## config.mk

```make
export PLATFORM = sky130hd
export DESIGN_NAME = program_loader
export DESIGN_NICKNAME = d
export VERILOG_FILES = /design/src/rtl/program_loader.sv
export SDC_FILE = /design/constraint.sdc
export NUM_CORES = 1
export LEC_CHECK = 0
export CORE_MARGIN = 1
export CORE_UTILIZATION = 30
export CTS_CLUSTER_SIZE = 20
export DETAILED_ROUTE_END_ITERATION = 8
export GPL_TIMING_DRIVEN = 0
export SLEW_MARGIN = 20
export SYNTH_ARGS = -nofsm -noshare
export SYNTH_HDL_FRONTEND = slang
export SYNTH_SLANG_ARGS = --single-unit
```

## constraint.sdc

```tcl
create_clock -name clk -period 2.19 [get_ports clk]
set_input_delay 0.3285 -clock clk [delete_from_list [all_inputs] [get_ports clk]]
set_output_delay 0.3285 -clock clk [all_outputs]
set_load 0.05 [all_outputs]
```

## src/rtl/program_loader.sv

```systemverilog
// Program loader: debounced store/run buttons write switch words into the instruction ROM
// and hold the CPU in reset while loading. Define LOADER_VERIFY_EN to add ROM readback checking.

module program_loader_debounce #(
  parameter int DEBOUNCE_CYCLES = 100000
) (
  input  logic clk,
  input  logic reset,
  input  logic btn,
  output logic press
);
  localparam int CNT_W = $clog2(DEBOUNCE_CYCLES + 1);
  localparam logic [CNT_W-1:0] CNT_LAST = CNT_W'(DEBOUNCE_CYCLES - 1);

  logic             sync1_r;
  logic             sync2_r;
  logic             level_r;
  logic             level_d_r;
  logic [CNT_W-1:0] cnt_r;

  // Synchronise the raw button and only accept a level held long enough without bouncing
  always_ff @(posedge clk or negedge reset) begin
    if (!reset) begin
      sync1_r   <= 1'b0;
      sync2_r   <= 1'b0;
      level_r   <= 1'b0;
      level_d_r <= 1'b0;
      cnt_r     <= {CNT_W{1'b0}};
    end else begin
      sync1_r   <= btn;
      sync2_r   <= sync1_r;
      level_d_r <= level_r;
      if (sync2_r != level_r) begin
        if (cnt_r == CNT_LAST) begin
          level_r <= ~level_r;
          cnt_r   <= {CNT_W{1'b0}};
        end else begin
          cnt_r   <= cnt_r + CNT_W'(1);
        end
      end else begin
        cnt_r <= {CNT_W{1'b0}};
      end
    end
  end

  assign press = level_r & ~level_d_r;
endmodule

module program_loader #(
  parameter int ADDR_W          = 15,
  parameter int DATA_W          = 16,
  parameter int MAX_WORDS       = 32768,
  parameter int DEBOUNCE_CYCLES = 100000
) (
  input  logic              clk,
  input  logic              reset,
  input  logic [DATA_W-1:0] switches,
  input  logic              storeBtn,
  input  logic              runBtn,
  input  logic [DATA_W-1:0] romQ,
  output logic [ADDR_W-1:0] romAddress,
  output logic [DATA_W-1:0] romData,
  output logic              romWrite,
  output logic              cpuReset,
  output logic [ADDR_W:0]   wordCount,
  output logic              full,
  output logic              loading,
  output logic              verifyErr
);
  localparam logic [ADDR_W:0]   MAX_CNT   = (ADDR_W + 1)'(MAX_WORDS);
  localparam logic [ADDR_W-1:0] LAST_ADDR = ADDR_W'(MAX_WORDS - 1);

  typedef enum logic [1:0] {
    ST_LOAD   = 2'd0,
    ST_WRITE  = 2'd1,
    ST_VERIFY = 2'd2,
    ST_RUN    = 2'd3
  } state_t;

  state_t            state_r;
  state_t            state_nx_s;
  logic              store_evt_s;
  logic              run_evt_s;
  logic              full_s;
  logic              advance_s;
  logic [ADDR_W-1:0] rom_address_r;
  logic [ADDR_W-1:0] rom_address_nx_s;
  logic [DATA_W-1:0] rom_data_r;
  logic [DATA_W-1:0] rom_data_nx_s;
  logic [ADDR_W:0]   word_count_r;
  logic [ADDR_W:0]   word_count_nx_s;
  logic              rom_write_r;
  logic              cpu_reset_r;
  logic              loading_r;
  logic              verify_err_r;
  logic              verify_err_nx_s;
`ifdef LOADER_VERIFY_EN
  logic              verify_cnt_r;
  logic              verify_cnt_nx_s;
`else
  logic              unused_romq_s;
  assign unused_romq_s = ^romQ;
`endif

  program_loader_debounce #(.DEBOUNCE_CYCLES(DEBOUNCE_CYCLES)) u_store_db (
    .clk   (clk),
    .reset (reset),
    .btn   (storeBtn),
    .press (store_evt_s)
  );

  program_loader_debounce #(.DEBOUNCE_CYCLES(DEBOUNCE_CYCLES)) u_run_db (
    .clk   (clk),
    .reset (reset),
    .btn   (runBtn),
    .press (run_evt_s)
  );

  assign full_s = (word_count_r == MAX_CNT);

  // State register
  always_ff @(posedge clk or negedge reset) begin
    if (!reset) begin
      state_r <= ST_LOAD;
    end else begin
      state_r <= state_nx_s;
    end
  end

  // Next-state logic; a store event in LOAD always wins over a simultaneous run event
  always_comb begin
    state_nx_s = state_r;
    case (state_r)
      ST_LOAD: begin
        if (store_evt_s) begin
          state_nx_s = full_s ? ST_LOAD : ST_WRITE;
        end else if (run_evt_s) begin
          state_nx_s = ST_RUN;
        end else begin
          state_nx_s = ST_LOAD;
        end
      end
`ifdef LOADER_VERIFY_EN
      ST_WRITE:  state_nx_s = ST_VERIFY;
      ST_VERIFY: begin
        if (verify_cnt_r) begin
          state_nx_s = ST_LOAD;
        end else begin
          state_nx_s = ST_VERIFY;
        end
      end
`else
      ST_WRITE:  state_nx_s = ST_LOAD;
`endif
      ST_RUN: begin
        if (run_evt_s) begin
          state_nx_s = ST_LOAD;
        end else begin
          state_nx_s = ST_RUN;
        end
      end
      default: state_nx_s = ST_LOAD;
    endcase
  end

  // Output/datapath next values; the address and count advance only once a word is fully handled
  always_comb begin
    rom_address_nx_s = rom_address_r;
    rom_data_nx_s    = rom_data_r;
    word_count_nx_s  = word_count_r;
    verify_err_nx_s  = verify_err_r;
    advance_s        = 1'b0;
`ifdef LOADER_VERIFY_EN
    verify_cnt_nx_s  = 1'b0;
`endif
    case (state_r)
      ST_LOAD: begin
        if (store_evt_s && !full_s) begin
          rom_data_nx_s = switches;
        end else begin
          rom_data_nx_s = rom_data_r;
        end
      end
`ifdef LOADER_VERIFY_EN
      ST_WRITE: verify_cnt_nx_s = 1'b0;
      ST_VERIFY: begin
        if (verify_cnt_r) begin
          advance_s = 1'b1;
          if (romQ != rom_data_r) begin
            verify_err_nx_s = 1'b1;
          end else begin
            verify_err_nx_s = verify_err_r;
          end
        end else begin
          verify_cnt_nx_s = 1'b1;
        end
      end
`else
      ST_WRITE: advance_s = 1'b1;
`endif
      ST_RUN: begin
        if (run_evt_s) begin
          rom_address_nx_s = {ADDR_W{1'b0}};
          word_count_nx_s  = {(ADDR_W + 1){1'b0}};
        end else begin
          rom_address_nx_s = rom_address_r;
          word_count_nx_s  = word_count_r;
        end
      end
      default: advance_s = 1'b0;
    endcase
    if (advance_s) begin
      rom_address_nx_s = (rom_address_r == LAST_ADDR) ? {ADDR_W{1'b0}}
                                                      : rom_address_r + ADDR_W'(1);
      word_count_nx_s  = word_count_r + (ADDR_W + 1)'(1);
    end else begin
      rom_address_nx_s = rom_address_nx_s;
    end
  end

  // Output registers; control outputs follow the next state so they change with the state
  always_ff @(posedge clk or negedge reset) begin
    if (!reset) begin
      rom_address_r <= {ADDR_W{1'b0}};
      rom_data_r    <= {DATA_W{1'b0}};
      word_count_r  <= {(ADDR_W + 1){1'b0}};
      rom_write_r   <= 1'b0;
      cpu_reset_r   <= 1'b1;
      loading_r     <= 1'b1;
      verify_err_r  <= 1'b0;
`ifdef LOADER_VERIFY_EN
      verify_cnt_r  <= 1'b0;
`endif
    end else begin
      rom_address_r <= rom_address_nx_s;
      rom_data_r    <= rom_data_nx_s;
      word_count_r  <= word_count_nx_s;
      rom_write_r   <= (state_nx_s == ST_WRITE);
      cpu_reset_r   <= (state_nx_s != ST_RUN);
      loading_r     <= (state_nx_s != ST_RUN);
      verify_err_r  <= verify_err_nx_s;
`ifdef LOADER_VERIFY_EN
      verify_cnt_r  <= verify_cnt_nx_s;
`endif
    end
  end

  assign romAddress = rom_address_r;
  assign romData    = rom_data_r;
  assign romWrite   = rom_write_r;
  assign cpuReset   = cpu_reset_r;
  assign wordCount  = word_count_r;
  assign full       = full_s;
  assign loading    = loading_r;
  assign verifyErr  = verify_err_r;
endmodule

```

==> out/metrics.cfg <==
[sta]
worst_pin_slew_ns=0.595
whs_ns=0.349
finalWorstSetupSlack_ns=0.0825
hold_violations=0
max-slew-margin-rel_pct=59.9
fin_worst_skew_ns=0.00848
final.min_clock_period_ns=2.11
clock.fmax_mhz=475
period_share_pct=96.2
setup_viol=0
fin_tns_setup_ns=0
rsz0062_at_grt=true
final_max_slew_viol_count=0

[worst_setup_path]
crit_type=reg -> reg
worstPathArrival_ns=2.33
cp_max_fo=10
critPathRequiredTime_ns=2.41
start_kind=flip-flop
cp-end-kind=flip-flop

[place]
pre_cts_ws_ns=-0.0434
dpl-instance-area_um2=5370
gp_congestion=0.808
io_buffer_count=70
hpwlAfterDp_um=6700
dp_cells=669

[clocking]
cts_buffers=9
clock_sinks=93
cts.clk_slew.worst_paths_ns=0.07
cts_tree=built
clockBufferDepth=2
clk_latency_ns=0.35
cts_root_buf=clkbuf_16
htree_num_levels=3

[route]
dr_total_vias=3462
ant_nets=0
wl_per_cell_um=14.0
drt_iter0_drc=358
finalWirelength_um=9660
avgViaCountPerCell=5.02
drcViolationCount=0
firstDrtPassIters=4

[synthesis]
synth-seq-cells=93
ys.flop_type=dfrtp_1
yosysSeqAreaShare_pct=52.9
yosysTopAreaCell=dfrtp_1
yosys_warnings=0
synth-async-reset-ratio_pct=100
avgSynthCellArea_um2=10.5
synth_area_leaders=dfrtp_1 52%, xnor2_1 4.0%, nor2_1 3.4%
synth_nets=462
synth_cell_type_count=52
syn_area_um2=4400
synth_top_area_share_pct=52.3
synth_edf_count=0
synth_cells=418

[power_and_ir_drop]
powerDensity_nw_per_um2=624
seq_power_share_pct=49.7
p_switching_mw=0.802
p_int_mw=2.75
ir_drop_uv=426
sw_frac_of_total_pct=22.6
p_clk_share_pct=44.3
p_leak_nw=2.32
combinationalPowerShare_pct=6.0
power.total_mw=3.55

[finish]
area_delta_synth_final_pct=29.5
insertedDiodeCount=0
layout-drive-gt1-share_pct=10.6
final_area_um2=5700
fin_util_pct=40.4
fin_cells=689
fin_nets=548

[floorplan]
start_util_pct=31.2
die_x_um=123
die_h_um=123
ioPinCount=88
dieArea_um2=15200
core_um2=14100
rows=43

[global_route]
grt_antenna_before_repair=0
grt_max_degree=67
grt_pass1_vias=3266
overflow=0
grt_first_pass_wirelength_um=15900
grtUsageTotal_pct=13.7

[run]
drv_cap=0

[outcome]
status=complete, no violations

[hold_path]
hp-class=reg -> reg

==> logic make-up after synthesis <==
| kind of cell | Yosys count | synth area share, % |
|---|---|---|
| simple gates | 174 | 20.2 |
| flops | 93 | 52.9 |
| compound gates | 57 | 8.59 |
| xor+xnor | 34 | 6.77 |
| buf+inv | 30 | 3.16 |
| mux | 21 | 5.97 |
| fa+ha+maj | 8 | 2.27 |
| other cells | 1 | 0.0852 |
==> state kept, by name, indices dropped and copies added (netlist names), 2 cells and up <==
signal            flops
u_run_db.cnt_r       17
u_store_db.cnt_r     17
romData              16
wordCount            16
romAddress           15
state_r               2
==> area by class of cell <==
cell class / count / area, um2
Buffer: 15 / 88.8
Clock buffer: 13 / 250
Clock inverter: 3 / 43.8
Fill cell: 1381 / 8400
Inverter: 15 / 56.3
Multi-Input combinational cell: 295 / 1940
Sequential cell: 93 / 2330
Tap cell: 180 / 225
Timing Repair Buffer: 75 / 754
==> cells in the mapped netlist (8+ instances only) <==
master / count
nand4_1: 17
nand2_1: 36
mux2_1: 8
nor3_1: 9
nand3_1: 29
xor2_1: 14
o21ai_0: 20
xnor2_1: 20
nor2_1: 40
inv_1: 15
mux2_4: 8
dfrtp_1: 92
nor4_1: 13
ha_1: 8
==> worst max-delay path, stage by stage (launching register included) <==
cell and delay, ns:
dfrtp_2 0.40, ha_1 0.23, nand4_1 0.17, buf_2 0.22, o41a_1 0.54, clkbuf_2 0.20, a31oi_1 0.17, a31oi_1 0.05
==> timing repair <==
action                                  in CTS  in global routing
hold buffers                                 1                  0
gates resized for setup                      5                  8
endpoints found under the setup margin      11                 17
pin swaps                                    1                  1
endpoints found under the hold margin       26                  0
setup buffers                                0                  3
==> worst paths after layout <==
check | from | end | slack [ns] | depth (start not counted)
max | romAddress[0]$_DFFE_PN0P_ | romAddress[10]$_DFFE_PN0P_ | 0.08 | 7
min | u_store_db.sync1_r$_DFF_PN0_ | u_store_db.sync2_r$_DFF_PN0_ | 0.35 | 0
max reg2reg | romAddress[0]$_DFFE_PN0P_ | romAddress[10]$_DFFE_PN0P_ | 0.08 | 7
min reg2reg | u_store_db.sync1_r$_DFF_PN0_ | u_store_db.sync2_r$_DFF_PN0_ | 0.35 | 0
max in group asynchronous | reset | romAddress[1]$_DFFE_PN0P_ | 1.15 | 3
min in group asynchronous | reset | romData[1]$_DFFE_PN0P_ | 0.42 | 2
==> metal layers <==
| metal | share of wire, % | wire [um] | vias to the layer above | track usage [%] |
|---|---|---|---|---|
| met5 | 0 | 0 | - | 0 |
| met4 | 1.8 | 176 | 0 | 7.38 |
| met3 | 4.3 | 420 | 11 | 2.58 |
| met2 | 46 | 4490 | 93 | 21.0 |
| met1 | 47 | 4580 | 1687 | 18.1 |
| li1 | - | - | 1671 | - |
==> power groups by stage <==
stage | Sequential (mW) | Clock [mW] | Combinational [mW]
detailed placement | 1.80 | 0 | 0.216
global route | 1.77 | 1.69 | 0.232
finish | 1.77 | 1.58 | 0.213
CTS | 1.76 | 1.62 | 0.218
global placement | 1.80 | 0 | 0.207
floorplan | 1.85 | 0 | 0.0465
==> cell usage in the layout, fill, tap and decap left out, types with 3 or more instances in the layout <==
cell type        instances
or3_1                    5
o21ai_0                 20
mux2_1                   8
inv_1                   13
nand2_1                 36
and4_1                   5
xor2_1                  14
o41ai_1                  3
buf_2                    4
nor3b_1                  3
nor2_1                  40
a21oi_1                  7
xnor2_1                 20
clkbuf_2                 3
nor4b_1                  3
clkdlybuf4s50_1         68
dfrtp_2                  5
and2_1                   3
and3_1                   3
mux2i_1                  3
a31oi_1                  5
a31o_2                   3
nor4_1                  13
mux2_4                   8
o31ai_1                  3
buf_4                    4
dfrtp_1                 87
nand4_1                 17
nand3_1                 29
clkbuf_16                9
ha_1                     7
nor3_1                   9
clkbuf_1                 7
Power figures use the tool's default switching activity.
